File: src/rtl/lsu_ctrl_if.sv
// Core-side request/response and data-memory bus of the load/store unit.
// A request is taken on a rising edge where req_valid && req_ready; a memory access completes on an edge where mem_req && mem_ack.
interface lsu_ctrl_if;
  logic        req_valid;
  logic        req_we;
  logic [2:0]  req_funct3;
  logic [31:0] req_addr;
  logic [31:0] req_wdata;
  logic        req_ready;
  logic        resp_valid;
  logic [31:0] resp_rdata;
  logic        resp_err;
  logic        busy;
  logic        mem_req;
  logic        mem_we;
  logic [31:0] mem_addr;
  logic [3:0]  mem_be;
  logic [31:0] mem_wdata;
  logic        mem_ack;
  logic [31:0] mem_rdata;

  modport slave (
    input  req_valid, req_we, req_funct3, req_addr, req_wdata, mem_ack, mem_rdata,
    output req_ready, resp_valid, resp_rdata, resp_err, busy,
           mem_req, mem_we, mem_addr, mem_be, mem_wdata
  );

  modport master (
    output req_valid, req_we, req_funct3, req_addr, req_wdata, mem_ack, mem_rdata,
    input  req_ready, resp_valid, resp_rdata, resp_err, busy,
           mem_req, mem_we, mem_addr, mem_be, mem_wdata
  );
endinterface

File: src/rtl/lsu_ctrl.sv
// RV32I load/store controller: checks alignment, drives one data-memory access
// with byte lanes, aligns/extends load data and aborts accesses that never get acked.
module lsu_ctrl #(
  parameter int TIMEOUT = 16
) (
  input  logic        clk,
  input  logic        rst,
  lsu_ctrl_if.slave   bus,
  output logic [1:0]  dbg_state
);
  typedef enum logic [1:0] {IDLE = 2'd0, ISSUE = 2'd1, RESP = 2'd2} state_t;

  localparam int CW = $clog2(TIMEOUT + 1);
  localparam logic [CW-1:0] TMO_LAST = CW'(TIMEOUT - 1);

  state_t         state;
  logic [CW-1:0]  tmo_cnt;
  logic [2:0]     r_funct3;
  logic [1:0]     r_lane;

  logic           illegal;
  logic [3:0]     be_next;
  logic [31:0]    wdata_next;
  logic [31:0]    shifted;
  logic [31:0]    load_data;

  always_comb begin
    illegal = 1'b0;
    if (bus.req_funct3 == 3'b011 || bus.req_funct3 == 3'b110 || bus.req_funct3 == 3'b111)
      illegal = 1'b1;
    if (bus.req_we && bus.req_funct3[2])
      illegal = 1'b1;
    if (bus.req_funct3[1:0] == 2'b01 && bus.req_addr[0])
      illegal = 1'b1;
    if (bus.req_funct3[1:0] == 2'b10 && bus.req_addr[1:0] != 2'b00)
      illegal = 1'b1;
  end

  always_comb begin
    be_next    = 4'b1111;
    wdata_next = bus.req_wdata;
    case (bus.req_funct3[1:0])
      2'b00: begin
        be_next    = 4'b0001 << bus.req_addr[1:0];
        wdata_next = {4{bus.req_wdata[7:0]}};
      end
      2'b01: begin
        be_next    = 4'b0011 << bus.req_addr[1:0];
        wdata_next = {2{bus.req_wdata[15:0]}};
      end
      default: ;
    endcase
  end

  // Bring the addressed lane down to bit 0 before extension.
  always_comb begin
    shifted   = bus.mem_rdata >> {r_lane, 3'b000};
    load_data = shifted;
    case (r_funct3[1:0])
      2'b00: load_data = r_funct3[2] ? {24'd0, shifted[7:0]}
                                     : {{24{shifted[7]}}, shifted[7:0]};
      2'b01: load_data = r_funct3[2] ? {16'd0, shifted[15:0]}
                                     : {{16{shifted[15]}}, shifted[15:0]};
      default: ;
    endcase
  end

  assign bus.req_ready = (state == IDLE);
  assign bus.busy      = (state != IDLE) || bus.req_valid;
  assign dbg_state     = state;

  always_ff @(posedge clk) begin
    if (rst) begin
      state          <= IDLE;
      tmo_cnt        <= '0;
      r_funct3       <= 3'd0;
      r_lane         <= 2'd0;
      bus.resp_valid <= 1'b0;
      bus.resp_err   <= 1'b0;
      bus.resp_rdata <= 32'd0;
      bus.mem_req    <= 1'b0;
      bus.mem_we     <= 1'b0;
      bus.mem_addr   <= 32'd0;
      bus.mem_be     <= 4'd0;
      bus.mem_wdata  <= 32'd0;
    end else begin
      case (state)
        IDLE: begin
          if (bus.req_valid) begin
            r_funct3 <= bus.req_funct3;
            r_lane   <= bus.req_addr[1:0];
            if (illegal) begin
              state          <= RESP;
              bus.resp_valid <= 1'b1;
              bus.resp_err   <= 1'b1;
              bus.resp_rdata <= 32'd0;
            end else begin
              state         <= ISSUE;
              tmo_cnt       <= '0;
              bus.mem_req   <= 1'b1;
              bus.mem_we    <= bus.req_we;
              bus.mem_addr  <= {bus.req_addr[31:2], 2'b00};
              bus.mem_be    <= be_next;
              bus.mem_wdata <= wdata_next;
            end
          end
        end
        ISSUE: begin
          // An ack on the last allowed cycle still wins over the timeout.
          if (bus.mem_ack) begin
            state          <= RESP;
            bus.mem_req    <= 1'b0;
            bus.resp_valid <= 1'b1;
            bus.resp_err   <= 1'b0;
            bus.resp_rdata <= bus.mem_we ? 32'd0 : load_data;
          end else if (tmo_cnt == TMO_LAST) begin
            state          <= RESP;
            bus.mem_req    <= 1'b0;
            bus.resp_valid <= 1'b1;
            bus.resp_err   <= 1'b1;
            bus.resp_rdata <= 32'd0;
          end else begin
            tmo_cnt <= tmo_cnt + CW'(1);
          end
        end
        RESP: begin
          state          <= IDLE;
          bus.resp_valid <= 1'b0;
        end
        default: state <= IDLE;
      endcase
    end
  end
endmodule

File: src/flat_wrapper.sv
// flat-port wrapper written by rule: the top's interface ports become plain ports
module lsu_ctrl_flat 
#(
  parameter int TIMEOUT = 16
)
  (clk, rst, dbg_state, bus_req_valid, bus_req_we, bus_req_funct3, bus_req_addr, bus_req_wdata, bus_mem_ack, bus_mem_rdata, bus_req_ready, bus_resp_valid, bus_resp_rdata, bus_resp_err, bus_busy, bus_mem_req, bus_mem_we, bus_mem_addr, bus_mem_be, bus_mem_wdata);
  lsu_ctrl_if bus_i ();
  input  logic clk;
  input  logic rst;
  output logic [1:0] dbg_state;
  input wire logic [$bits(bus_i.req_valid)-1:0] bus_req_valid;
  input wire logic [$bits(bus_i.req_we)-1:0] bus_req_we;
  input wire logic [$bits(bus_i.req_funct3)-1:0] bus_req_funct3;
  input wire logic [$bits(bus_i.req_addr)-1:0] bus_req_addr;
  input wire logic [$bits(bus_i.req_wdata)-1:0] bus_req_wdata;
  input wire logic [$bits(bus_i.mem_ack)-1:0] bus_mem_ack;
  input wire logic [$bits(bus_i.mem_rdata)-1:0] bus_mem_rdata;
  output wire logic [$bits(bus_i.req_ready)-1:0] bus_req_ready;
  output wire logic [$bits(bus_i.resp_valid)-1:0] bus_resp_valid;
  output wire logic [$bits(bus_i.resp_rdata)-1:0] bus_resp_rdata;
  output wire logic [$bits(bus_i.resp_err)-1:0] bus_resp_err;
  output wire logic [$bits(bus_i.busy)-1:0] bus_busy;
  output wire logic [$bits(bus_i.mem_req)-1:0] bus_mem_req;
  output wire logic [$bits(bus_i.mem_we)-1:0] bus_mem_we;
  output wire logic [$bits(bus_i.mem_addr)-1:0] bus_mem_addr;
  output wire logic [$bits(bus_i.mem_be)-1:0] bus_mem_be;
  output wire logic [$bits(bus_i.mem_wdata)-1:0] bus_mem_wdata;
  assign bus_i.req_valid = bus_req_valid;
  assign bus_i.req_we = bus_req_we;
  assign bus_i.req_funct3 = bus_req_funct3;
  assign bus_i.req_addr = bus_req_addr;
  assign bus_i.req_wdata = bus_req_wdata;
  assign bus_i.mem_ack = bus_mem_ack;
  assign bus_i.mem_rdata = bus_mem_rdata;
  assign bus_req_ready = bus_i.req_ready;
  assign bus_resp_valid = bus_i.resp_valid;
  assign bus_resp_rdata = bus_i.resp_rdata;
  assign bus_resp_err = bus_i.resp_err;
  assign bus_busy = bus_i.busy;
  assign bus_mem_req = bus_i.mem_req;
  assign bus_mem_we = bus_i.mem_we;
  assign bus_mem_addr = bus_i.mem_addr;
  assign bus_mem_be = bus_i.mem_be;
  assign bus_mem_wdata = bus_i.mem_wdata;
  lsu_ctrl #(.TIMEOUT(TIMEOUT)) u_core (.clk(clk), .rst(rst), .bus(bus_i), .dbg_state(dbg_state));
endmodule
File: config.mk
export PLATFORM = sky130hd
export DESIGN_NAME = lsu_ctrl_flat
export DESIGN_NICKNAME = d
export VERILOG_FILES = /design/src/rtl/lsu_ctrl_if.sv /design/src/rtl/lsu_ctrl.sv /design/src/flat_wrapper.sv
export SDC_FILE = /design/constraint.sdc
export NUM_CORES = 1
export LEC_CHECK = 0
export ABC_AREA = 1
export CORE_AREA = 4 4 146 134
export CTS_CLUSTER_DIAMETER = 30
export DETAILED_ROUTE_END_ITERATION = 10
export DIE_AREA = 0 0 150 138
export PLACE_DENSITY = 0.55
export SYNTH_ARGS = -nofsm -noshare
export SYNTH_HDL_FRONTEND = slang
export SYNTH_SLANG_ARGS = --single-unit
File: constraint.sdc
create_clock -name clk -period 2.34 [get_ports clk]
set_clock_uncertainty 0.05 [all_clocks]
set_input_delay 0.351 -clock clk [delete_from_list [all_inputs] [get_ports clk]]
set_output_delay 0.351 -clock clk [all_outputs]
set_load 0.01 [all_outputs]
==> results of run 1 <==
what timing repair did:
item | CTS | global route
hold buffers | 0 | 0
endpoints found under the setup margin | 0 | 1
gates resized for setup | 0 | 1
registers in the layout, summed over array words and instances (netlist names):
name                   flops
u_core.bus.resp_rdata     32
u_core.r_lane              2
u_core.dbg_state           2
u_core.bus.resp_err        1
u_core.tmo_cnt             5
u_core.bus.mem_addr       30
u_core.bus.resp_valid      1
u_core.bus.mem_be          4
u_core.bus.mem_wdata      32
u_core.r_funct3            3
u_core.bus.mem_we          1
u_core.bus.mem_req         1
layout make-up:
class                           instances  share of cell area, %
Clock inverter                         10                   1.32
Timing Repair Buffer                  230                   27.9
Inverter                               39                   1.78
Multi-Input combinational cell        556                   31.9
Clock buffer                           22                   5.64
Sequential cell                       114                   27.7
Tap cell                              245                   3.73
path summary, 6_finish.rpt:
path,start,endpoint,slack [ns]
max,u_core.dbg_state[1]$_SDFFE_PP0P_,bus_req_ready,0.24
min,rst,u_core.bus.mem_wdata[10]$_SDFFE_PP0P_,0.41
max reg2reg,u_core.tmo_cnt[0]$_SDFFE_PP0P_,u_core.bus.resp_rdata[25]$_SDFFE_PP0P_,0.32
min reg2reg,u_core.bus.resp_rdata[30]$_SDFFE_PP0P_,u_core.bus.resp_rdata[30]$_SDFFE_PP0P_,0.41
stage by stage:
stage | util [%] | power, mW | instances | hold WS, ns | area (sq um)
3_5_place_dp | 42.2 | 3.37 | 1184 | 0.404 | 7650
3_3_place_gp | 42.2 | 3.38 | 1184 | 0.402 | 7650
6_report | 45.4 | 5.84 | 1216 | 0.407 | 8230
5_1_grt | 45.4 | 6.13 | 1216 | 0.424 | 8230
2_1_floorplan | - | 2.79 | 758 | 0.416 | 5300
4_1_cts | 45.4 | 5.91 | 1216 | 0.392 | 8220
worst max-delay path: cells and delay by family (launching register included):
kind | cells | cell delay [ns]
buf+inv | 2 | 0.67
flops | 1 | 0.34
fa+ha+maj | 1 | 0.27
cells by family (layout without fill, tap and decap cells):
kind of cell	Yosys count	after routing
buffers and inverters	88	301
AO/OA/AOI/OAI	199	199
AND/OR/NAND/NOR	335	335
flip-flops	114	114
multiplexers	14	14
XOR/XNOR	1	1
adder cells (fa/ha/maj)	5	5
other	1	2
routing by layer:
layer | routed length, um | track usage (%) | vias up
met4 | 250 | 4.67 | 0
met2 | 8110 | 26.2 | 156
met3 | 1580 | 7.46 | 21
li1 | - | - | 2883
met5 | 0 | 0 | -
met1 | 8370 | 23.0 | 2485
layout by cell type (no fill, tap or decap), drive strengths merged, types with 5 or more instances in the layout:
cell / n
nand2: 246
clkdlybuf4s50: 207
a21oi: 142
dfxtp: 114
o21ai: 56
nand3: 42
inv: 39
nor2: 38
clkbuf: 22
buf: 22
mux2i: 14
clkinv: 6
ha: 5
nand4: 5
report_power, final:
| group | switching, mW | total (mW) | internal, mW |
|---|---|---|---|
| clock | 0.902 | 2.51 | 1.61 |
| combinational | 0.666 | 1.22 | 0.555 |
| sequential | 0.0582 | 2.10 | 2.05 |
| total | 1.63 | 5.84 | 4.21 |
==> flow_summary.toml, run 1 <==
[synth]
synth_top_area_share_pct = 43.1
syn_inst = 757
synth_edf_count = 0
synth_top_area_cell = "dfxtp_1"
yosys_register_bits = 114
synth_fa_ha_area_share_pct = 1.18
avgSynthCellArea_sq_um = 6.99
yosys-top-cells-count = "nand2_1 (243), a21oi_1 (142), dfxtp_1 (114)"
ys_types = 30
synthMostInstantiatedCell = "nand2_1"
synth_compound_area_share_pct = 18.8
ys_warn_count = 0
async_reset_ff_share_pct = 0
syn_area_sq_um = 5290
synth_ff_type = "dfxtp_1"
synth_simple_gate_area_share_pct = 26.5
yosysSeqAreaShare_pct = 43.1
synth_top_family_by_area = "simple AND/OR/NAND/NOR gates"
synth.area.mux_share_pct = 2.65
synth-xor-area-share_pct = 0.165
yosys-top-cells-area = "dfxtp_1 (43%), nand2_1 (17%), a21oi_1 (13%)"

[routing]
vias = 5545
dr.pass1.iters = 4
wl_per_cell_um = 15.1
drtIter0Drc = 300
vias_per_cell = 4.56
route.detailed.drc = 0
antenna_left = 0
drt-total-wl_um = 18300

[min_path]
whs_path_depth = 5
hold_class = "input port to flip-flop"

[sta]
fin_crit_ns = 2.10
hold_viol_final = 0
finalSetupTns_ns = 0
fmax_ghz = 0.475
slew_headroom_pct = 34.2
drv_slew = 0
worst_pin_slew_ns = 0.987
final-setup-viol-count = 0
rsz0062_at_grt = "false"
period_share_pct = 89.9
setup_slack_ns = 0.236

[cts]
cts_made_buffers = 17
root_buffer = "clkbuf_16"
clock_path_buffers = 2
clkSinkCount = 114
cts_tree = "done"
insertion_delay_ns = 0.41
cts-htree-levels = 4
path_clk_slew_ns = 0.05
post_cts_buffers = 0

[global_routing]
grt_pass1_wl_um = 28800
antenna_found_initial = 0
grt_pass1_vias = 5328
grt_max_degree = 90
track_usage_pct = 17.4
gr-total-overflow = 0

[critical_path]
cp_slowest_stage_delay_ns = 0.58
crit_path_cell_trace = "inv_1 > ha_1 > clkdlybuf4s50_1"
end_kind = "primary output"
ff2ff_path_depth = 12
cp.required_ns = 1.94
path_max_fanout = 5
cp-start-kind = "flip-flop"
cp.arrival_ns = 1.70
critical_path_class = "flip-flop to primary output"
cp_slowest_cell = "clkdlybuf4s50_1"

[final_layout]
seq_area_sq_um = 2280
nNetsFinal = 1067
drive_gt1_share_pct = 7.42
synthToLayoutAreaGrowth_pct = 55.4
multiInputGateArea_sq_um = 2620
antenna_cells = 0
nFillCells = 1895

[pwr]
leakage_nw = 3.12
ir_drop_v = 0.000501
powerDensity_nw_per_um2 = 710

[flow_run]
cap_viol_max_count = 0

[outcome]
status = "completed"

[floorplanning]
die-area_sq_um = 20700
die_h_um = 138
io_pins = 212
num_rows = 47
dieWidth_um = 150
coreArea_sq_um = 18100
initial_core_util_pct = 29.2

[placement]
dp_hpwl_um = 13300
dp_slack_ns = 0.149
numPortBuffers = 209
place_congestion = 0.827
No activity file was read; power rests on OpenSTA's default activity.
==> run 2, diff against run 1 <==
--- a/config.mk
+++ b/config.mk
@@ -6,8 +6,10 @@
 export NUM_CORES = 1
 export LEC_CHECK = 0
 export ABC_AREA = 1
+export ABC_CLOCK_PERIOD_IN_PS = 2340
 export CORE_AREA = 4 4 146 134
 export CTS_CLUSTER_DIAMETER = 30
+export CTS_CLUSTER_SIZE = 25
 export DETAILED_ROUTE_END_ITERATION = 10
 export DIE_AREA = 0 0 150 138
 export PLACE_DENSITY = 0.55
==> results of run 2 <==
Final layout, timing and power as in run 1 (identical DEF).
